## src/rtl/conv_pkg.sv

```systemverilog
// Shared constants and FSM state encoding for the 3x3 convolution scheduler.
package conv_pkg;

    localparam int IMG_DIM     = 32;
    localparam int KSZ         = 3;
    localparam int OUT_DIM     = IMG_DIM - KSZ + 1;
    localparam int NUM_KERNELS = 3;
    localparam int NUM_WEIGHTS = NUM_KERNELS * KSZ * KSZ;

    typedef enum logic [2:0] {
        S_IDLE   = 3'd0,
        S_LOAD_W = 3'd1,
        S_FILL   = 3'd2,
        S_RUN    = 3'd3,
        S_FETCH  = 3'd4,
        S_DONE   = 3'd5
    } conv_sched_state_t;

    // Line-buffer slot wraps 0,1,2 without a divider.
    function automatic logic [1:0] slot_next(input logic [1:0] s);
        return (s == 2'd2) ? 2'd0 : s + 2'd1;
    endfunction

endpackage

```

## src/rtl/conv_win_cnt.sv

```systemverilog
// Raster counter for output window positions (row, col), both 0..LAST.
// Latency: advances on the edge where adv is high; flags are combinational from the count.
// Backpressure: holds its value whenever adv is low.
module conv_win_cnt #(
    parameter int LAST = 29
) (
    input  logic       clk,
    input  logic       rst,
    input  logic       adv,
    output logic [4:0] row,
    output logic [4:0] col,
    output logic       end_row,
    output logic       end_img
);

    assign end_row = (col == 5'(LAST));
    assign end_img = end_row && (row == 5'(LAST));

    always_ff @(posedge clk) begin
        if (rst) begin
            row <= '0;
            col <= '0;
        end else if (adv) begin
            if (end_row) begin
                col <= '0;
                row <= end_img ? 5'd0 : row + 5'd1;
            end else begin
                col <= col + 5'd1;
            end
        end
    end

endmodule

```

## src/rtl/conv_sched.sv

```systemverilog
// Sequences weight load, line-buffer fill/refetch and 30x30 window issue for one image.
// Latency: 961 cycles start-to-done with all handshakes ready; weight write path registered one cycle.
// Backpressure: every phase waits on its valid/ready handshake; ready never depends on valid.
// Optional stall_cnt perf counter enabled by CONV_SCHED_PERF_EN.
module conv_sched #(
    parameter int WIDTH   = 9,
    parameter int IMG_DIM = 32,
    parameter int KSZ     = 3
) (
    input  logic             clk,
    input  logic             rst,
    input  logic             start,
    input  logic             w_valid,
    input  logic [WIDTH-1:0] w_data,
    output logic             w_ready,
    output logic             w_wr_en,
    output logic [4:0]       w_addr,
    output logic [WIDTH-1:0] w_wdata,
    input  logic             row_valid,
    output logic             row_ready,
    output logic [1:0]       row_slot,
    output logic [4:0]       row_idx,
    output logic             win_valid,
    input  logic             win_ready,
    output logic [4:0]       win_row,
    output logic [4:0]       win_col,
    output logic             busy,
    output logic             done
`ifdef CONV_SCHED_PERF_EN
    ,
    output logic [15:0]      stall_cnt
`endif
);
    import conv_pkg::*;

    localparam int OUT_LAST = IMG_DIM - KSZ;

    conv_sched_state_t state, state_nxt;
    logic [4:0] wcnt;
    logic [4:0] row_cnt;
    logic [1:0] slot;
    logic       w_beat, row_beat, win_beat, start_acc;
    logic       end_row, end_img;

    assign w_ready   = (state == S_LOAD_W);
    assign row_ready = (state == S_FILL) || (state == S_FETCH);
    assign win_valid = (state == S_RUN);
    assign busy      = (state != S_IDLE);
    assign done      = (state == S_DONE);
    assign row_slot  = slot;
    assign row_idx   = row_cnt;

    assign w_beat    = w_valid & w_ready;
    assign row_beat  = row_valid & row_ready;
    assign win_beat  = win_valid & win_ready;
    assign start_acc = (state == S_IDLE) && start;

    conv_win_cnt #(.LAST(OUT_LAST)) u_win_cnt (
        .clk     (clk),
        .rst     (rst),
        .adv     (win_beat),
        .row     (win_row),
        .col     (win_col),
        .end_row (end_row),
        .end_img (end_img)
    );

    always_comb begin
        state_nxt = state;
        case (state)
            S_IDLE:   if (start_acc) state_nxt = S_LOAD_W;
            S_LOAD_W: if (w_beat && wcnt == 5'(NUM_WEIGHTS - 1)) state_nxt = S_FILL;
            S_FILL:   if (row_beat && row_cnt == 5'(KSZ - 1)) state_nxt = S_RUN;
            // Each completed output row needs exactly one new image row, except the last.
            S_RUN:    if (win_beat && end_row) state_nxt = end_img ? S_DONE : S_FETCH;
            S_FETCH:  if (row_beat) state_nxt = S_RUN;
            S_DONE:   state_nxt = S_IDLE;
            default:  state_nxt = S_IDLE;
        endcase
    end

    always_ff @(posedge clk) begin
        if (rst) begin
            state   <= S_IDLE;
            wcnt    <= '0;
            w_wr_en <= 1'b0;
            w_addr  <= '0;
            w_wdata <= '0;
            row_cnt <= '0;
            slot    <= '0;
        end else begin
            state   <= state_nxt;
            w_wr_en <= w_beat;
            if (w_beat) begin
                w_addr  <= wcnt;
                w_wdata <= w_data;
                wcnt    <= (wcnt == 5'(NUM_WEIGHTS - 1)) ? 5'd0 : wcnt + 5'd1;
            end
            if (start_acc) begin
                wcnt    <= '0;
                row_cnt <= '0;
                slot    <= '0;
            end else if (row_beat) begin
                row_cnt <= row_cnt + 5'd1;
                slot    <= slot_next(slot);
            end
        end
    end

`ifdef CONV_SCHED_PERF_EN
    logic stall;
    assign stall = ((state == S_RUN) && !win_ready)
                || (row_ready && !row_valid)
                || (w_ready && !w_valid);

    always_ff @(posedge clk) begin
        if (rst || start_acc) begin
            stall_cnt <= '0;
        end else if (stall && stall_cnt != 16'hFFFF) begin
            stall_cnt <= stall_cnt + 16'd1;
        end
    end
`endif

endmodule

```

## config.mk

```make
export PLATFORM = sky130hd
export DESIGN_NAME = conv_sched
export DESIGN_NICKNAME = d
export VERILOG_FILES = /design/src/rtl/conv_pkg.sv /design/src/rtl/conv_win_cnt.sv /design/src/rtl/conv_sched.sv
export SDC_FILE = /design/constraint.sdc
export NUM_CORES = 1
export LEC_CHECK = 0
export ABC_AREA = 1
export CORE_MARGIN = 2
export CORE_UTILIZATION = 25
export DETAILED_ROUTE_END_ITERATION = 10
export DONT_BUFFER_PORTS = 1
export HOLD_SLACK_MARGIN = 0.12
export PLACE_DENSITY_LB_ADDON = 0.25
export SLEW_MARGIN = 40
export SYNTH_ARGS = -nofsm -noshare
export SYNTH_HDL_FRONTEND = slang
export SYNTH_SLANG_ARGS = --single-unit
```

## constraint.sdc

```tcl
create_clock -name clk -period 2.4 [get_ports clk]
set_input_delay 0.12 -clock clk [delete_from_list [all_inputs] [get_ports clk]]
set_output_delay 0.12 -clock clk [all_outputs]
set_load 0.02 [all_outputs]
```

==> results.tsv, run 1 <==
stage	metric	value	unit
outcome	outcome	complete, no violations	
setup_path	FF-to-FF End	u_win_cnt.row[2]$_SDFFE_PP0P_	
power_and_ir_drop	cell internal pwr	0.00121	W
routing	Starting DRT DRC Count	31	
synthesis	number of synthesized register bits	40	
routing	via count	1720	
finish	Diodes inserted	0	
setup_path	crit-path max FO	6	
sta	Slew @ Worst Pin	772	ps
power_and_ir_drop	Peak VDD IR	278	uV
placement	Post-DP Area	2110	sq um
power_and_ir_drop	Sw Share	0.386	
sta	Hold Fails Final Rpt	0	
sta	Relative slew margins	0.481	
sta	Final Setup Violations	0	
clock_network	# H-tree levels	2	
setup_path	CP endpoint kind	flop	
finish	design area	2340	sq um
global_route	overall global routing resource usage	0.112	
clock_network	clk_lat worst skew	300	ps
clock_network	Root Driver	clkbuf_8	
floorplanning	io pins	52	
sta	final worst-path cycle share	0.702	
setup_path	WP data arrival	1880	ps
clock_network	Clock Pin Slew Worst Setup and Hold Paths	90	ps
routing	Final ANT Viol Nets	0	
clock_network	cts bufs inserted	5	
setup_path	Critical path origin	u_win_cnt.col[0]$_SDFFE_PP0N_	
clock_network	clk buf depth	2	
routing	residual DRC count	0	
global_route	largest net degree at the start of global routing	22	
global_route	vias in the first global route	1509	
sta	minimum clock period	1690	ps
finish	post-route core utilization	0.303	
sta	max-slew violations	0	
floorplanning	Die Width	93.3	um
power_and_ir_drop	Power Density	840	nW/um^2
synthesis	Mapped Cells	265	
placement	Post-Place Cells	364	
placement	DP Wirelength	3380	um
sta	Max Freq	0.593	GHz
floorplanning	die area	8710	sq um
floorplanning	floorplan row count	32	
sta	Final TNS setup	0	ps
power_and_ir_drop	Comb power frac	0.252	
sta	RSZ-0062 raised after global routing	false	
floorplanning	die height	93.3	um
setup_path	Critical Path RT	2590	ps
synthesis	Mapped Nets	288	
clock_network	Resize count post-CTS	0	
clock_network	CTS sink count	40	
worst_hold_path	Hold Crit Class	in -> reg	
power_and_ir_drop	Clk pwr share	0.295	
power_and_ir_drop	Reg power frac	0.452	
finish	fraction of final layout cells sized beyond drive strength 1	0.138	
setup_path	Setup crit end	u_win_cnt.row[2]$_SDFFE_PP0P_	
finish	area delta synth->final	17.4	%
synthesis	sequential-to-total area share from yosys stat	0.402	
global_route	first-pass GRT wire length	7650	um
global_route	antenna violations before repair	0	
synthesis	Netlist cell types	30	
floorplanning	core area	7730	sq um
routing	WL/cell	12.6	um
setup_path	R2R Setup Slk	710	ps
finish	non-filler instance count after layout	384	
floorplanning	Starting Density	0.258	
clock_network	CTS tree	done	
power_and_ir_drop	total power draw	0.00197	W
setup_path	R2R Path Start	u_win_cnt.col[0]$_SDFFE_PP0N_	
placement	Placer Congestion	0.738	
setup_path	startpoint class of the critical path	flop	
synthesis	Syn Area/Cell	7.53	sq um
power_and_ir_drop	NetSw	0.000760	W
routing	DRT Pass-1 Iters	4	
job	MaxCap Viol Count	0	
sta	Worst Skew	8.64	ps
setup_path	critical path type	reg -> reg	
global_route	Overflow after GRT	0	
synthesis	Synth Warn #	0	
placement	PortBufs	0	
finish	Nets	304	
routing	Avg Vias per Cell	4.48	
synthesis	Cell Area, Synth	1990	sq um
setup_path	cells on worst reg2reg path	8	
routing	detailed-route wire length	4840	um
power_and_ir_drop	Leak	0.923	nW
-- power by group through the flow --
stage | logic [W] | registers, W | clock network, W
after floorplan | 0.000408 | 0.000884 | 0
after global placement | 0.000483 | 0.000908 | 0
after detailed placement | 0.000483 | 0.000908 | 0
after CTS | 0.000505 | 0.000893 | 0.000605
after global routing | 0.000572 | 0.000903 | 0.000634
final | 0.000497 | 0.000890 | 0.000581
-- worst min-delay path by stage --
stage	start	endpoint	slack [ps]	cells past startpoint
6_report	win_ready	u_win_cnt.col[4]$_SDFFE_PP0N_	180	4
5_1_grt	win_ready	u_win_cnt.col[4]$_SDFFE_PP0N_	200	4
4_1_cts	win_ready	u_win_cnt.col[4]$_SDFFE_PP0N_	170	4
3_5_place_dp	rst	u_win_cnt.col[4]$_SDFFE_PP0N_	190	1
3_3_place_gp	rst	u_win_cnt.col[4]$_SDFFE_PP0N_	190	1
2_1_floorplan	w_data[5]	w_wdata[5]$_SDFFE_PP0N_	250	2
-- stage by stage --
stage	hold slack (ps)	worst slack, ps
finish	178	714
global route	199	575
detailed placement	193	735
global placement	192	792
CTS	170	720
floorplan	255	896
-- repair_timing --
action,4_1_cts,5_1_grt
endpoints found under the hold margin,23,0
setup buffers,0,0
hold buffers,12,0
-- layer usage --
metal  part of all wire  vias up  global-route usage  routed length [um]
met2               0.45       36               0.171                2180
met5                  0        -                   0                   0
li1                   -      884                   -                   -
met3              0.075        3              0.0508                 365
met4             0.0039        0              0.0257                  19
met1               0.47      797               0.143                2270
-- cells by family after synthesis --
kind of cell | count (synthesis) | synth area share
adder cells (fa/ha/maj) | 8 | 0.0502
AND/OR/NAND/NOR | 125 | 0.301
XOR/XNOR | 4 | 0.0176
buffers and inverters | 37 | 0.0753
AO/OA/AOI/OAI | 51 | 0.154
flip-flops | 40 | 0.402
-- state kept, by name (all words and copies together) (netlist names) --
register	flops
state	3
wcnt	5
row_slot	2
u_win_cnt.row	5
w_wdata	9
w_addr	5
u_win_cnt.col	5
w_wr_en	1
row_idx	5
-- layout make-up --
type                    count  area (sq um)
multi-input cells         188          1040
clock inverters             3          46.3
clock buffers               5          68.8
flip-flops and latches     40           801
well taps                 102           128
fillers                   844          5390
inverters                  32           120
repair buffers             14           135
-- critical path, stage by stage, from the launching register on --
cell and delay, ps:
dfxtp_1 530, ha_1 210, nand2_1 60, nor2_2 240, inv_1 110, nor2_4 180, nand2_1 70, nor2_1 110
nor3_2 60
-- layout by cell type, fill, tap and decap left out, drive strengths merged --
master       netlist  final
a211oi             3      3
a21oi             22     22
a31oi              1      1
buf                5      2
bufinv             0      1
clkbuf             0      5
clkinvlp           0      1
dfxtp             40     40
dlygate4sd3        0     12
ha                 8      8
inv               32     33
nand2             47     47
nand3             11     11
nand3b             2      2
nand4              2      2
nor2              56     56
nor3               7      7
o211a              1      1
o21ai             24     24
xor2               4      4
-- cell usage after synthesis --
| cell type | count | share of area |
|---|---|---|
| a211oi_1 | 2 | 0.0075 |
| a211oi_2 | 1 | 0.0063 |
| a21oi_1 | 21 | 0.053 |
| a21oi_4 | 1 | 0.0082 |
| a31oi_1 | 1 | 0.0031 |
| buf_1 | 1 | 0.0019 |
| buf_2 | 3 | 0.0075 |
| buf_6 | 1 | 0.0056 |
| dfxtp_1 | 40 | 0.40 |
| ha_1 | 8 | 0.050 |
| inv_1 | 27 | 0.051 |
| inv_2 | 5 | 0.0094 |
| nand2_1 | 39 | 0.073 |
| nand2_2 | 5 | 0.016 |
| nand2_4 | 3 | 0.017 |
| nand3_1 | 10 | 0.025 |
| nand3_2 | 1 | 0.0050 |
| nand3b_1 | 2 | 0.0075 |
| nand4_1 | 2 | 0.0063 |
| nor2_1 | 47 | 0.088 |
| nor2_2 | 6 | 0.019 |
| nor2_4 | 2 | 0.011 |
| nor2_8 | 1 | 0.010 |
| nor3_1 | 5 | 0.013 |
| nor3_2 | 2 | 0.010 |
| o211a_1 | 1 | 0.0050 |
| o21ai_0 | 20 | 0.050 |
| o21ai_1 | 2 | 0.0050 |
| o21ai_4 | 2 | 0.016 |
| xor2_1 | 4 | 0.018 |
Power figures use the tool's default switching activity.
==> run 2: changes to the inputs <==
--- a/config.mk
+++ b/config.mk
@@ -5,7 +5,7 @@
 export SDC_FILE = /design/constraint.sdc
 export NUM_CORES = 1
 export LEC_CHECK = 0
-export ABC_AREA = 1
+export ABC_AREA = 0
 export CORE_MARGIN = 2
 export CORE_UTILIZATION = 25
 export DETAILED_ROUTE_END_ITERATION = 10
==> constraint.sdc (replaced) <==
create_clock -name clk -period 1.8 [get_ports clk]
set_input_delay 0.09 -clock clk [delete_from_list [all_inputs] [get_ports clk]]
set_output_delay 0.09 -clock clk [all_outputs]
set_load 0.02 [all_outputs]
==> results.tsv, run 2 <==
stage	metric	value	unit
floorplanning	die height	90.6	um
setup_path	critical path type	reg -> reg	
global_route	vias in the first global route	1550	
synthesis	most instantiated cells after synthesis	dfxtp_1 (40), nand2_1 (33), nor2_1 (24), a21oi_1 (19)	
outcome	outcome	complete, no violations	
sta	Final TNS setup	0	ps
routing	WL/cell	12.8	um
power_and_ir_drop	Leak	0.872	nW
routing	DRT Pass-1 Iters	4	
finish	filler instances	769	
clock_network	CTS tree	done	
finish	area delta synth->final	25.7	%
worst_hold_path	hold depth	3	
sta	Hold Fails Final Rpt	0	
sta	Worst Skew	6.19	ps
sta	minimum clock period	1660	ps
power_and_ir_drop	Reg power frac	0.513	
power_and_ir_drop	Clk pwr share	0.415	
clock_network	clk_lat worst skew	290	ps
placement	PortBufs	0	
floorplanning	core area	7250	sq um
sta	Max Freq	0.603	GHz
global_route	Overflow after GRT	0	
global_route	first-pass GRT wire length	7410	um
power_and_ir_drop	Peak VDD IR	235	uV
sta	final worst-path cycle share	0.921	
sta	Final Setup Violations	0	
floorplanning	Starting Density	0.259	
synthesis	Mapped Nets	232	
sta	Relative slew margins	0.689	
finish	design area	2360	sq um
placement	Post-Place Cells	318	
worst_hold_path	Hold Crit Class	in -> reg	
setup_path	Critical path origin	state[1]$_SDFFE_PP0P_	
floorplanning	die area	8210	sq um
synthesis	Netlist cell types	45	
setup_path	Critical Path RT	2010	ps
setup_path	R2R Path Start	state[1]$_SDFFE_PP0P_	
floorplanning	io pins	52	
power_and_ir_drop	Sw Share	0.237	
clock_network	# H-tree levels	2	
worst_hold_path	Hold Path Origin	row_valid	
finish	number of flip-flops in the largest register	9	
synthesis	cell with the most instances after synthesis	dfxtp_1	
finish	most frequent cells in the layout	dfxtp_1 (40), nand2_1 (33), nor2_1 (24)	
routing	residual DRC count	0	
sta	Slew @ Worst Pin	465	ps
finish	Nets	263	
floorplanning	Die Width	90.6	um
synthesis	Top FF cell, synth	dfxtp_1	
synthesis	Cell Area, Synth	1880	sq um
power_and_ir_drop	NetSw	0.000423	W
finish	Diodes inserted	0	
setup_path	startpoint class of the critical path	flop	
job	MaxCap Viol Count	0	
global_route	overall global routing resource usage	0.111	
synthesis	Mapped Cells	209	
placement	Placer Congestion	0.675	
finish	Multi-input gate area	983	sq um
placement	Post-DP Area	2100	sq um
synthesis	top cells by area, synth	dfxtp_1 (43%), nand2_1 (6.6%), ha_1 (5.3%)	
setup_path	cells on worst reg2reg path	4	
clock_network	Clock Pin Slew Worst Setup and Hold Paths	80	ps
synthesis	cell taking the most area after synthesis	dfxtp_1	
synthesis	Syn Area/Cell	8.97	sq um
global_route	antenna violations before repair	0	
finish	fraction of final layout cells sized beyond drive strength 1	0.170	
synthesis	Synth Warn #	0	
finish	Top reg by flops	w_wdata	
sta	max-slew violations	0	
routing	Starting DRT DRC Count	64	
routing	via count	1549	
setup_path	WP data arrival	1860	ps
clock_network	CTS sink count	40	
clock_network	cts bufs inserted	5	
clock_network	Resize count post-CTS	0	
power_and_ir_drop	cell internal pwr	0.00136	W
global_route	largest net degree at the start of global routing	30	
sta	RSZ-0062 raised after global routing	false	
routing	Avg Vias per Cell	4.56	
synthesis	number of flops mapped to enable cells by yosys	0	
placement	DP Wirelength	3010	um
floorplanning	floorplan row count	31	
finish	storage element area	801	sq um
power_and_ir_drop	Comb power frac	0.071	
setup_path	CP endpoint kind	flop	
synthesis	sequential-to-total area share from yosys stat	0.427	
finish	most common cell after layout, fill and taps aside	dfxtp_1	
setup_path	crit-path max FO	14	
clock_network	clk buf depth	2	
finish	non-filler instance count after layout	340	
clock_network	Setup Fix Bufs, Post-CTS	0	
clock_network	CTS Hold Bufs	14	
power_and_ir_drop	Power Density	758	nW/um^2
clock_network	Root Driver	clkbuf_8	
routing	Final ANT Viol Nets	0	
synthesis	asr flop ratio synth	0	
routing	detailed-route wire length	4350	um
synthesis	post-synth top area share	0.427	
synthesis	number of synthesized register bits	40	
==> run 2: worst paths after layout <==
check / end / slack (ps)
max reg2reg: u_win_cnt.row[3]$_SDFFE_PP0P_ / 140
min: row_idx[1]$_SDFFE_PP0P_ / 140
min reg2reg: w_addr[4]$_SDFFE_PP0N_ / 490
max: u_win_cnt.row[3]$_SDFFE_PP0P_ / 140
==> run 2: routing by layer <==
layer	vias to the layer above	share of wire	track usage
met5	-	0	0
met4	0	0.015	0.0423
met3	7	0.090	0.0518
met2	41	0.43	0.174
met1	714	0.47	0.132
li1	787	-	-
==> run 2: logic make-up after synthesis <==
| kind of cell | synth area share |
|---|---|
| AOI/OAI and AO/OA | 0.129 |
| and+or+nand+nor | 0.256 |
| muxes | 0.0267 |
| xor gates and xnor gates | 0.0600 |
| adders and majority gates | 0.0534 |
| buffers and inverters | 0.0487 |
| DFF | 0.427 |
==> run 2: per-stage QoR <==
step,utilization,hold WS [ps],power [W],setup slack [ps]
6_report,0.325,138,0.00179,142
4_1_cts,0.325,137,0.00182,143
5_1_grt,0.325,160,0.00188,34.3
2_1_floorplan,-,226,0.00101,207
3_5_place_dp,0.289,168,0.00103,182
3_3_place_gp,0.289,166,0.00103,209
==> run 2: power groups by stage <==
stage | clock network, W | logic, W | registers, W
2_1_floorplan | 0 | 0.0000716 | 0.000936
3_3_place_gp | 0 | 0.0000886 | 0.000939
3_5_place_dp | 0 | 0.0000892 | 0.000939
4_1_cts | 0.000776 | 0.000129 | 0.000918
5_1_grt | 0.000815 | 0.000145 | 0.000920
6_report | 0.000742 | 0.000128 | 0.000917
==> run 2: worst max-delay path: stages, from the launching register on <==
cell	delay [ps]
dfxtp_1	610
and4b_1	290
and2b_4	270
a41oi_1	150
a311oi_1	260
==> run 2: area by class of cell <==
| class | instances | area share |
|---|---|---|
| Clock buffer | 5 | 0.0292 |
| Multi-Input combinational cell | 151 | 0.417 |
| Clock inverter | 3 | 0.0180 |
| Timing Repair Buffer | 36 | 0.134 |
| Tap cell | 99 | 0.0525 |
| Inverter | 6 | 0.00955 |
| Sequential cell | 40 | 0.340 |
==> run 3: changes to the inputs <==
--- a/config.mk
+++ b/config.mk
@@ -8,6 +8,7 @@
 export ABC_AREA = 0
 export CORE_MARGIN = 2
 export CORE_UTILIZATION = 25
+export CTS_BUF_LIST = sky130_fd_sc_hd__clkbuf_16
 export DETAILED_ROUTE_END_ITERATION = 10
 export DONT_BUFFER_PORTS = 1
 export HOLD_SLACK_MARGIN = 0.12
==> results.tsv, run 3 (synthesized netlist as in run 2, its figures left out) <==
stage	metric	value	unit
setup_path	crit path cell chain	and4b_1, and2b_4, a41oi_1, a311oi_1	
clock_network	# H-tree levels	2	
power_and_ir_drop	Peak VDD IR	419	uV
power_and_ir_drop	Power Density	854	nW/um^2
finish	area delta synth->final	28.7	%
clock_network	CTS sink count	40	
finish	fraction of final layout cells sized beyond drive strength 1	0.170	
floorplanning	Die Width	90.6	um
setup_path	Critical Path RT	1990	ps
global_route	largest net degree at the start of global routing	30	
power_and_ir_drop	NetSw	0.000454	W
setup_path	CP endpoint kind	flop	
finish	Nets	263	
sta	Relative slew margins	0.682	
setup_path	WP data arrival	1860	ps
global_route	Overflow after GRT	0	
finish	Diodes inserted	0	
placement	Post-DP Area	2100	sq um
setup_path	worst path bufs/invs	0	
finish	number of flip-flops in the largest register	9	
floorplanning	core area	7250	sq um
routing	DRT Pass-1 Iters	3	
routing	detailed-route wire length	4360	um
worst_hold_path	Hold Crit Class	in -> reg	
clock_network	clk_lat worst skew	280	ps
floorplanning	die area	8210	sq um
clock_network	clk buf depth	2	
setup_path	crit-path max FO	14	
routing	Starting DRT DRC Count	60	
sta	RSZ-0062 raised after global routing	false	
routing	via count	1549	
sta	Final TNS setup	0	ps
sta	Slew @ Worst Pin	476	ps
sta	final worst-path cycle share	0.924	
floorplanning	Starting Density	0.259	
global_route	overall global routing resource usage	0.112	
sta	WHS	128	ps
routing	WL/cell	12.8	um
routing	Avg Vias per Cell	4.56	
placement	PortBufs	0	
sta	Max Freq	0.601	GHz
finish	most common cell after layout, fill and taps aside	dfxtp_1	
global_route	antenna violations before repair	0	
sta	Hold Fails Final Rpt	0	
setup_path	critical path type	reg -> reg	
job	MaxCap Viol Count	0	
power_and_ir_drop	Clk pwr share	0.492	
global_route	vias in the first global route	1554	
setup_path	worst-path cell with the longest stage delay	dfxtp_1	
clock_network	Clock Pin Slew Worst Setup and Hold Paths	60	ps
finish	post-route core utilization	0.333	
placement	Placer Congestion	0.675	
finish	filler instances	763	
routing	Final ANT Viol Nets	0	
floorplanning	io pins	52	
clock_network	Root Driver	clkbuf_16	
sta	Final Setup Violations	0	
sta	Worst Skew	5.22	ps
power_and_ir_drop	Comb power frac	0.062	
power_and_ir_drop	Leak	0.898	nW
sta	minimum clock period	1660	ps
routing	residual DRC count	0	
finish	design area	2410	sq um
clock_network	cts bufs inserted	5	
finish	storage element area	801	sq um
global_route	first-pass GRT wire length	7450	um
finish	Top reg by flops	w_wdata	
floorplanning	die height	90.6	um
power_and_ir_drop	Reg power frac	0.446	
clock_network	CTS tree	done	
power_and_ir_drop	cell internal pwr	0.00161	W
power_and_ir_drop	total power draw	0.00206	W
placement	DP Wirelength	3010	um
setup_path	startpoint class of the critical path	flop	
finish	most frequent cells in the layout	dfxtp_1 (40), nand2_1 (33), nor2_1 (24)	
sta	max-slew violations	0	
power_and_ir_drop	Sw Share	0.220	
floorplanning	floorplan row count	31	
setup_path	slowest stage delay, CP	610	ps
finish	Multi-input gate area	983	sq um
outcome	outcome	complete, no violations	
setup_path	cell family with most CP delay	flip-flops	
[run 3: cell types whose count changed in the layout (fill, tap and decap cells not counted)]
| cell | before | now |
|---|---|---|
| clkbuf_16 | 0 | 5 |
| clkbuf_8 | 5 | 0 |
[run 3: layer usage]
layer / vias to the layer above / track usage / share of wire
li1: 790 / - / -
met1: 715 / 0.133 / 0.47
met2: 40 / 0.175 / 0.44
met3: 4 / 0.0492 / 0.085
met4: 0 / 0.0462 / 0.012
met5: - / 0 / 0
[run 3: what timing repair did]
action,4_1_cts,5_1_grt
buffers inserted,0,0
endpoints found under the hold margin,30,0
hold buffers,14,0
resized for setup,0,0
endpoints found under the setup margin,0,0
[run 3: metrics by stage]
stage | worst slack [ps] | std cells
after floorplan | 207 | 209
after global placement | 209 | 318
after detailed placement | 182 | 318
after CTS | 143 | 340
after global routing | 37.6 | 340
final | 136 | 340
[run 3: worst register-to-register path: cells and delay by family (launching register included)]
kind	cells	cell delay [ps]
AO/OA/AOI/OAI	2	410
flip-flops	1	610
AND/OR/NAND/NOR	2	560
[run 3: path summary, 6_finish.rpt]
check	from	to	slack, ps	cells after the start
worst max-delay path	state[1]$_SDFFE_PP0P_	u_win_cnt.row[3]$_SDFFE_PP0P_	140	4
worst min-delay path	row_valid	state[1]$_SDFFE_PP0P_	130	2
worst max register to register	state[1]$_SDFFE_PP0P_	u_win_cnt.row[3]$_SDFFE_PP0P_	140	4
worst min register to register	wcnt[4]$_SDFFE_PP0N_	w_addr[4]$_SDFFE_PP0N_	490	2
[run 3: power groups by stage]
stage / sequential, W / clock, W / combinational, W
6_report: 0.000919 / 0.00101 / 0.000128
5_1_grt: 0.000920 / 0.00109 / 0.000145
4_1_cts: 0.000919 / 0.00104 / 0.000129
3_5_place_dp: 0.000939 / 0 / 0.0000892
3_3_place_gp: 0.000939 / 0 / 0.0000886
2_1_floorplan: 0.000936 / 0 / 0.0000716
[run 3: cell type report]
type | count | share of cell area
multi-input combinational | 151 | 0.407
sequential | 40 | 0.332
timing repair buffer | 36 | 0.131
clock buffer | 5 | 0.0518
tap | 99 | 0.0513
clock inverter | 3 | 0.0176
inverter | 6 | 0.00933
